## src/rtl/sipo_deserializer.sv

```systemverilog
// Serial-in parallel-out deserializer feeding a PIPO register; one word per WIDTH valid bits.
// Optional even-parity bit after each word when PARITY_CHECK_EN is defined.
module sipo_deserializer #(
    parameter int WIDTH     = 4,
    parameter int MSB_FIRST = 0
) (
    input  logic             clk,
    input  logic             rst,
    input  logic             ser_in,
    input  logic             ser_valid,
    input  logic             sof,
    output logic [WIDTH-1:0] d_out,
    output logic             load,
    output logic             busy,
    output logic             frame_err,
    output logic             parity_err
);
    localparam int CW = $clog2(WIDTH) + 1;
    localparam int IW = $clog2(WIDTH);
    localparam logic [CW-1:0] LAST = CW'(WIDTH - 1);
    localparam logic [IW-1:0] P0   = (MSB_FIRST != 0) ? IW'(WIDTH - 1) : IW'(0);

`ifdef PARITY_CHECK_EN
    typedef enum logic [1:0] {IDLE = 2'd0, SHIFT = 2'd1, PARITY = 2'd2} state_t;
`else
    typedef enum logic [1:0] {IDLE = 2'd0, SHIFT = 2'd1} state_t;
`endif

    state_t           state_q, state_d;
    logic [CW-1:0]    cnt_q, cnt_d;
    logic [WIDTH-1:0] buf_q, buf_d, dout_d;
    logic [WIDTH-1:0] word, first;
    logic [IW-1:0]    pos;
    logic             load_d, ferr_d, perr_d;

    // Bit position of the cnt-th received bit, mirrored when MSB arrives first
    assign pos = (MSB_FIRST != 0) ? (IW'(WIDTH - 1) - cnt_q[IW-1:0]) : cnt_q[IW-1:0];

    always_comb begin
        state_d = state_q;
        cnt_d   = cnt_q;
        buf_d   = buf_q;
        dout_d  = d_out;
        load_d  = 1'b0;
        ferr_d  = 1'b0;
        perr_d  = 1'b0;
        word    = buf_q;
        word[pos] = ser_in;
        first   = '0;
        first[P0] = ser_in;
        if (ser_valid) begin
            case (state_q)
                IDLE: begin
                    buf_d   = first;
                    cnt_d   = CW'(1);
                    state_d = SHIFT;
                end
                SHIFT: begin
                    if (sof) begin
                        ferr_d = 1'b1;
                        buf_d  = first;
                        cnt_d  = CW'(1);
                    end else if (cnt_q == LAST) begin
                        cnt_d = '0;
`ifdef PARITY_CHECK_EN
                        buf_d   = word;
                        state_d = PARITY;
`else
                        buf_d   = '0;
                        dout_d  = word;
                        load_d  = 1'b1;
                        state_d = IDLE;
`endif
                    end else begin
                        buf_d = word;
                        cnt_d = cnt_q + 1'b1;
                    end
                end
`ifdef PARITY_CHECK_EN
                PARITY: begin
                    if (sof) begin
                        ferr_d  = 1'b1;
                        buf_d   = first;
                        cnt_d   = CW'(1);
                        state_d = SHIFT;
                    end else begin
                        // Even parity: data bits XOR parity bit must be zero
                        if ((^buf_q ^ ser_in) == 1'b0) begin
                            dout_d = buf_q;
                            load_d = 1'b1;
                        end else begin
                            perr_d = 1'b1;
                        end
                        buf_d   = '0;
                        state_d = IDLE;
                    end
                end
`endif
                default: state_d = IDLE;
            endcase
        end
    end

    always_ff @(posedge clk or posedge rst) begin
        if (rst) begin
            state_q    <= IDLE;
            cnt_q      <= '0;
            buf_q      <= '0;
            d_out      <= '0;
            load       <= 1'b0;
            busy       <= 1'b0;
            frame_err  <= 1'b0;
            parity_err <= 1'b0;
        end else begin
            state_q    <= state_d;
            cnt_q      <= cnt_d;
            buf_q      <= buf_d;
            d_out      <= dout_d;
            load       <= load_d;
            busy       <= (state_d != IDLE);
            frame_err  <= ferr_d;
            parity_err <= perr_d;
        end
    end
endmodule

```

## config.mk

```make
export PLATFORM = sky130hd
export DESIGN_NAME = sipo_deserializer
export DESIGN_NICKNAME = d
export VERILOG_FILES = /design/src/rtl/sipo_deserializer.sv
export SDC_FILE = /design/constraint.sdc
export NUM_CORES = 1
export LEC_CHECK = 0
export ABC_CLOCK_PERIOD_IN_PS = 1700
export BUFFER_PORTS_ARGS = -buffer_cell sky130_fd_sc_hd__buf_2
export CORE_ASPECT_RATIO = 1.1
export CORE_MARGIN = 10
export CORE_UTILIZATION = 35
export CTS_CLUSTER_DIAMETER = 80
export CTS_CLUSTER_SIZE = 24
export DETAILED_ROUTE_END_ITERATION = 16
export GPL_ROUTABILITY_DRIVEN = 0
export GPL_TIMING_DRIVEN = 0
export HOLD_SLACK_MARGIN = 0.1
export PLACE_DENSITY_LB_ADDON = 0.15
export SLEW_MARGIN = 30
export SYNTH_ARGS = -nofsm -noshare
export SYNTH_HDL_FRONTEND = slang
export SYNTH_SLANG_ARGS = --single-unit
export TNS_END_PERCENT = 5
```

## constraint.sdc

```tcl
create_clock -name clk -period 1.7 [get_ports clk]
set_input_delay 0.255 -clock clk [delete_from_list [all_inputs] [get_ports clk]]
set_output_delay 0.255 -clock clk [all_outputs]
set_load 0.05 [all_outputs]
```

==> flow_metrics.env <==
export IMPL_p_leak_nw=0.462
export IMPL_synthMuxAreaShare=0.123
export IMPL_die_area_mm2=0.00446
export IMPL_totalWireLength_mm=1.31
export IMPL_dpl_hpwl_mm=1.02
export IMPL_fin_crit_sh=0.861
export IMPL_cp_required_ps=1880
export IMPL_slowest_stage="dfrtp_1"
export IMPL_rr_startpoint="cnt_q[0]$_DFFE_PP0P_"
export IMPL_worst_pin_slew_ps=567
export IMPL_hold_end="state_q[0]$_DFF_PP0_"
export IMPL_syn_num_nets=69
export IMPL_grt_pass1_vias=463
export IMPL_netlist_top_cell_by_area="dfrtp_1"
export IMPL_io_pins=13
export IMPL_post_cts_setup_buffer_count=0
export IMPL_endpoint_kind="flip-flop"
export IMPL_hold_depth=2
export IMPL_pre_cts_ws_ps=260
export IMPL_start_kind="flip-flop"
export IMPL_syn_inst=60
export IMPL_cts_root_buffer="clkbuf_4"
export IMPL_grt_max_degree=16
export IMPL_fin_skew_ps=3.47
export IMPL_grt_pass1_wl_mm=2.14
export IMPL_syn_area_per_cell_um2=12.7
export IMPL_cp_slowest_stage_delay_ps=440
export IMPL_synth_xor_area_frac=0
export IMPL_synth_compound_area_share=0.139
export IMPL_reg2reg_depth=4
export IMPL_htreeDepth=1
export IMPL_grt_antenna_before_repair=0
export IMPL_hp_class="in2reg"
export IMPL_cap_viol_max_count=0
export IMPL_fin_crit_ps=1460
export IMPL_ys_ff_latch=15
export IMPL_fillCellCount=204
export IMPL_synthToLayoutAreaGrowth_pct=17.0
export IMPL_first_pass_iters=4
export IMPL_relSlewSlack=0.621
export IMPL_crit_chain="inv_1 > ha_1 > mux2_2 > mux2_4"
export IMPL_fin_cells=104
export IMPL_avgRoutedWirePerCell_um=12.6
export IMPL_port_buffers=11
export IMPL_fin_ws_ps=236
export IMPL_crit_type="reg2reg"
export IMPL_drt_iter0_markers=7
export IMPL_drc=0
export IMPL_cts_made_buffers=3
export IMPL_fmax_mhz=683
export IMPL_crit_start="cnt_q[0]$_DFFE_PP0P_"
export IMPL_seqCellArea_um2=375
export IMPL_rows=17
export IMPL_overflow=0
export IMPL_drive_gt1_frac=0.382
export IMPL_vias=481
export IMPL_final_cell_mix="15 x dfrtp_1, 11 x buf_2, 5 x inv_1, 4 x mux2_4, 4 x ha_1"
export IMPL_synthAdderAreaFrac=0.0655
export IMPL_cts_tree="done"
export IMPL_power_density_mw_per_mm2=1270
export IMPL_clock_sinks=15
export IMPL_rr_endpoint="d_out[0]$_DFFE_PP0P_"
export IMPL_ir_worst_vdd_mv=0.486
export IMPL_fin_util=0.438
export IMPL_clock_latency_ps=280
export IMPL_ant_nets=0
export IMPL_rsz0062_at_grt="no"
export IMPL_path_max_fanout=5
export IMPL_drt_vias_per_instance=4.63
export IMPL_final_common_cell="dfrtp_1"
export IMPL_setup_violations=0
export IMPL_nets=86
export IMPL_setup_tns_ps=0
export IMPL_synth_area_leaders="dfrtp_1 49%, mux2_4 7.9%, ha_1 6.5%, mux2_2 4.4%, o31ai_1 2.9%"
export IMPL_yosysWarnings=0
export IMPL_fp_coreArea_mm2=0.00204
export IMPL_grt_total_usage=0.0603
export IMPL_start_util=0.374
export IMPL_die_x_um=64.6
export IMPL_critPathArrivalTime_ps=1640
export IMPL_yosysTopAreaCellShare=0.491
export IMPL_clk_path_buf_depth=2
export IMPL_worstHoldStart="ser_valid"
export IMPL_synth_cell_types=27
export IMPL_slew_violations=0
export IMPL_post_place_cells=99
export IMPL_status="complete, no violations"
export IMPL_multi_input_area_um2=352
export IMPL_finalHoldViolations=0
export IMPL_rrSetupSlack_ps=240
export IMPL_synth_simple_area_share=0.128
export IMPL_synth_top_family_by_area="compound AO/OA/AOI/OAI gates"
export IMPL_die_h_um=69.0
export IMPL_path_clk_slew_ps=100
export IMPL_antenna_cells=0
export IMPL_seq_area_frac_synth=0.491
export IMPL_syn_area_um2=764
==> cell type report <==
cell class / count / area share
well taps: 28 / 0.0392
plain buffers: 2 / 0.0210
clock buffers: 3 / 0.0252
clock inverters: 1 / 0.00839
multi-input cells: 38 / 0.393
inverters: 5 / 0.0210
repair buffers: 12 / 0.0727
flip-flops and latches: 15 / 0.420
==> through the flow <==
step | power, W | cell area (um^2) | hold WS [ps]
floorplan | 0.000837 | 764 | 156
global placement | 0.000926 | 855 | 343
detailed placement | 0.000936 | 855 | 348
CTS | 0.00115 | 895 | 220
global route | 0.00121 | 895 | 236
finish | 0.00113 | 895 | 223
==> critical path, delay by kind of cell (launching register included) <==
family	cells	cell delay [ps]
flops	1	440
mux	2	620
buf+inv	1	100
fa+ha+maj	1	210
==> power by group <==
part	leakage, nW	switching, W	internal, W
clock	0.0139	0.000121	0.0000893
combinational	0.260	0.000284	0.000171
sequential	0.188	0.0000430	0.000426
total	0.462	0.000448	0.000686
==> synthesized netlist by cell type (all sizes together) <==
master and n:
o21a 2, a31o 1, and2 2, and4bb 1
buf 2, o31ai 3, conb 1, nand2 1
a22o 1, mux2 7, o21ai 3, a32o 2
and2b 2, nor2 2, nor2b 2, nand2b 1
and3 1, dfrtp 15, o31a 1, ha 4
inv 5, o211ai 1
==> per-layer routing <==
metal	vias to the layer above	share of wire	global-route usage	wire, um
met4	0	0.017	0.0283	22
li1	242	-	-	-
met2	12	0.44	0.0913	573
met1	223	0.47	0.0661	611
met3	4	0.079	0.0338	103
met5	-	0	0	0
==> logic make-up (layout without fill, tap and decap cells) <==
logic type / Yosys count / after routing
compound gates: 14 / 14
fa+ha+maj: 4 / 4
buf+inv: 7 / 23
flops: 15 / 15
mux: 7 / 7
other cells: 1 / 1
simple gates: 12 / 12
==> worst max-delay path by stage <==
stage | endpoint | slack [ps] | cells past startpoint
after floorplan | d_out[2]$_DFFE_PP0P_ | 340 | 4
after global placement | d_out[2]$_DFFE_PP0P_ | 280 | 4
after detailed placement | d_out[0]$_DFFE_PP0P_ | 260 | 4
after CTS | d_out[0]$_DFFE_PP0P_ | 230 | 4
after global routing | d_out[0]$_DFFE_PP0P_ | 170 | 4
final | d_out[0]$_DFFE_PP0P_ | 240 | 4
==> flip-flops by register name, indices dropped and copies added, names as in the netlist <==
name,count
cnt_q,3
buf_q,3
state_q,2
busy,1
frame_err,1
d_out,4
load,1
==> timing repair <==
action / CTS / global route
endpoints found under the hold margin: 15 / 0
hold buffers: 1 / 0
setup endpoints to repair: 0 / 0
gates resized for setup: 0 / 0
Power figures use the tool's default switching activity.
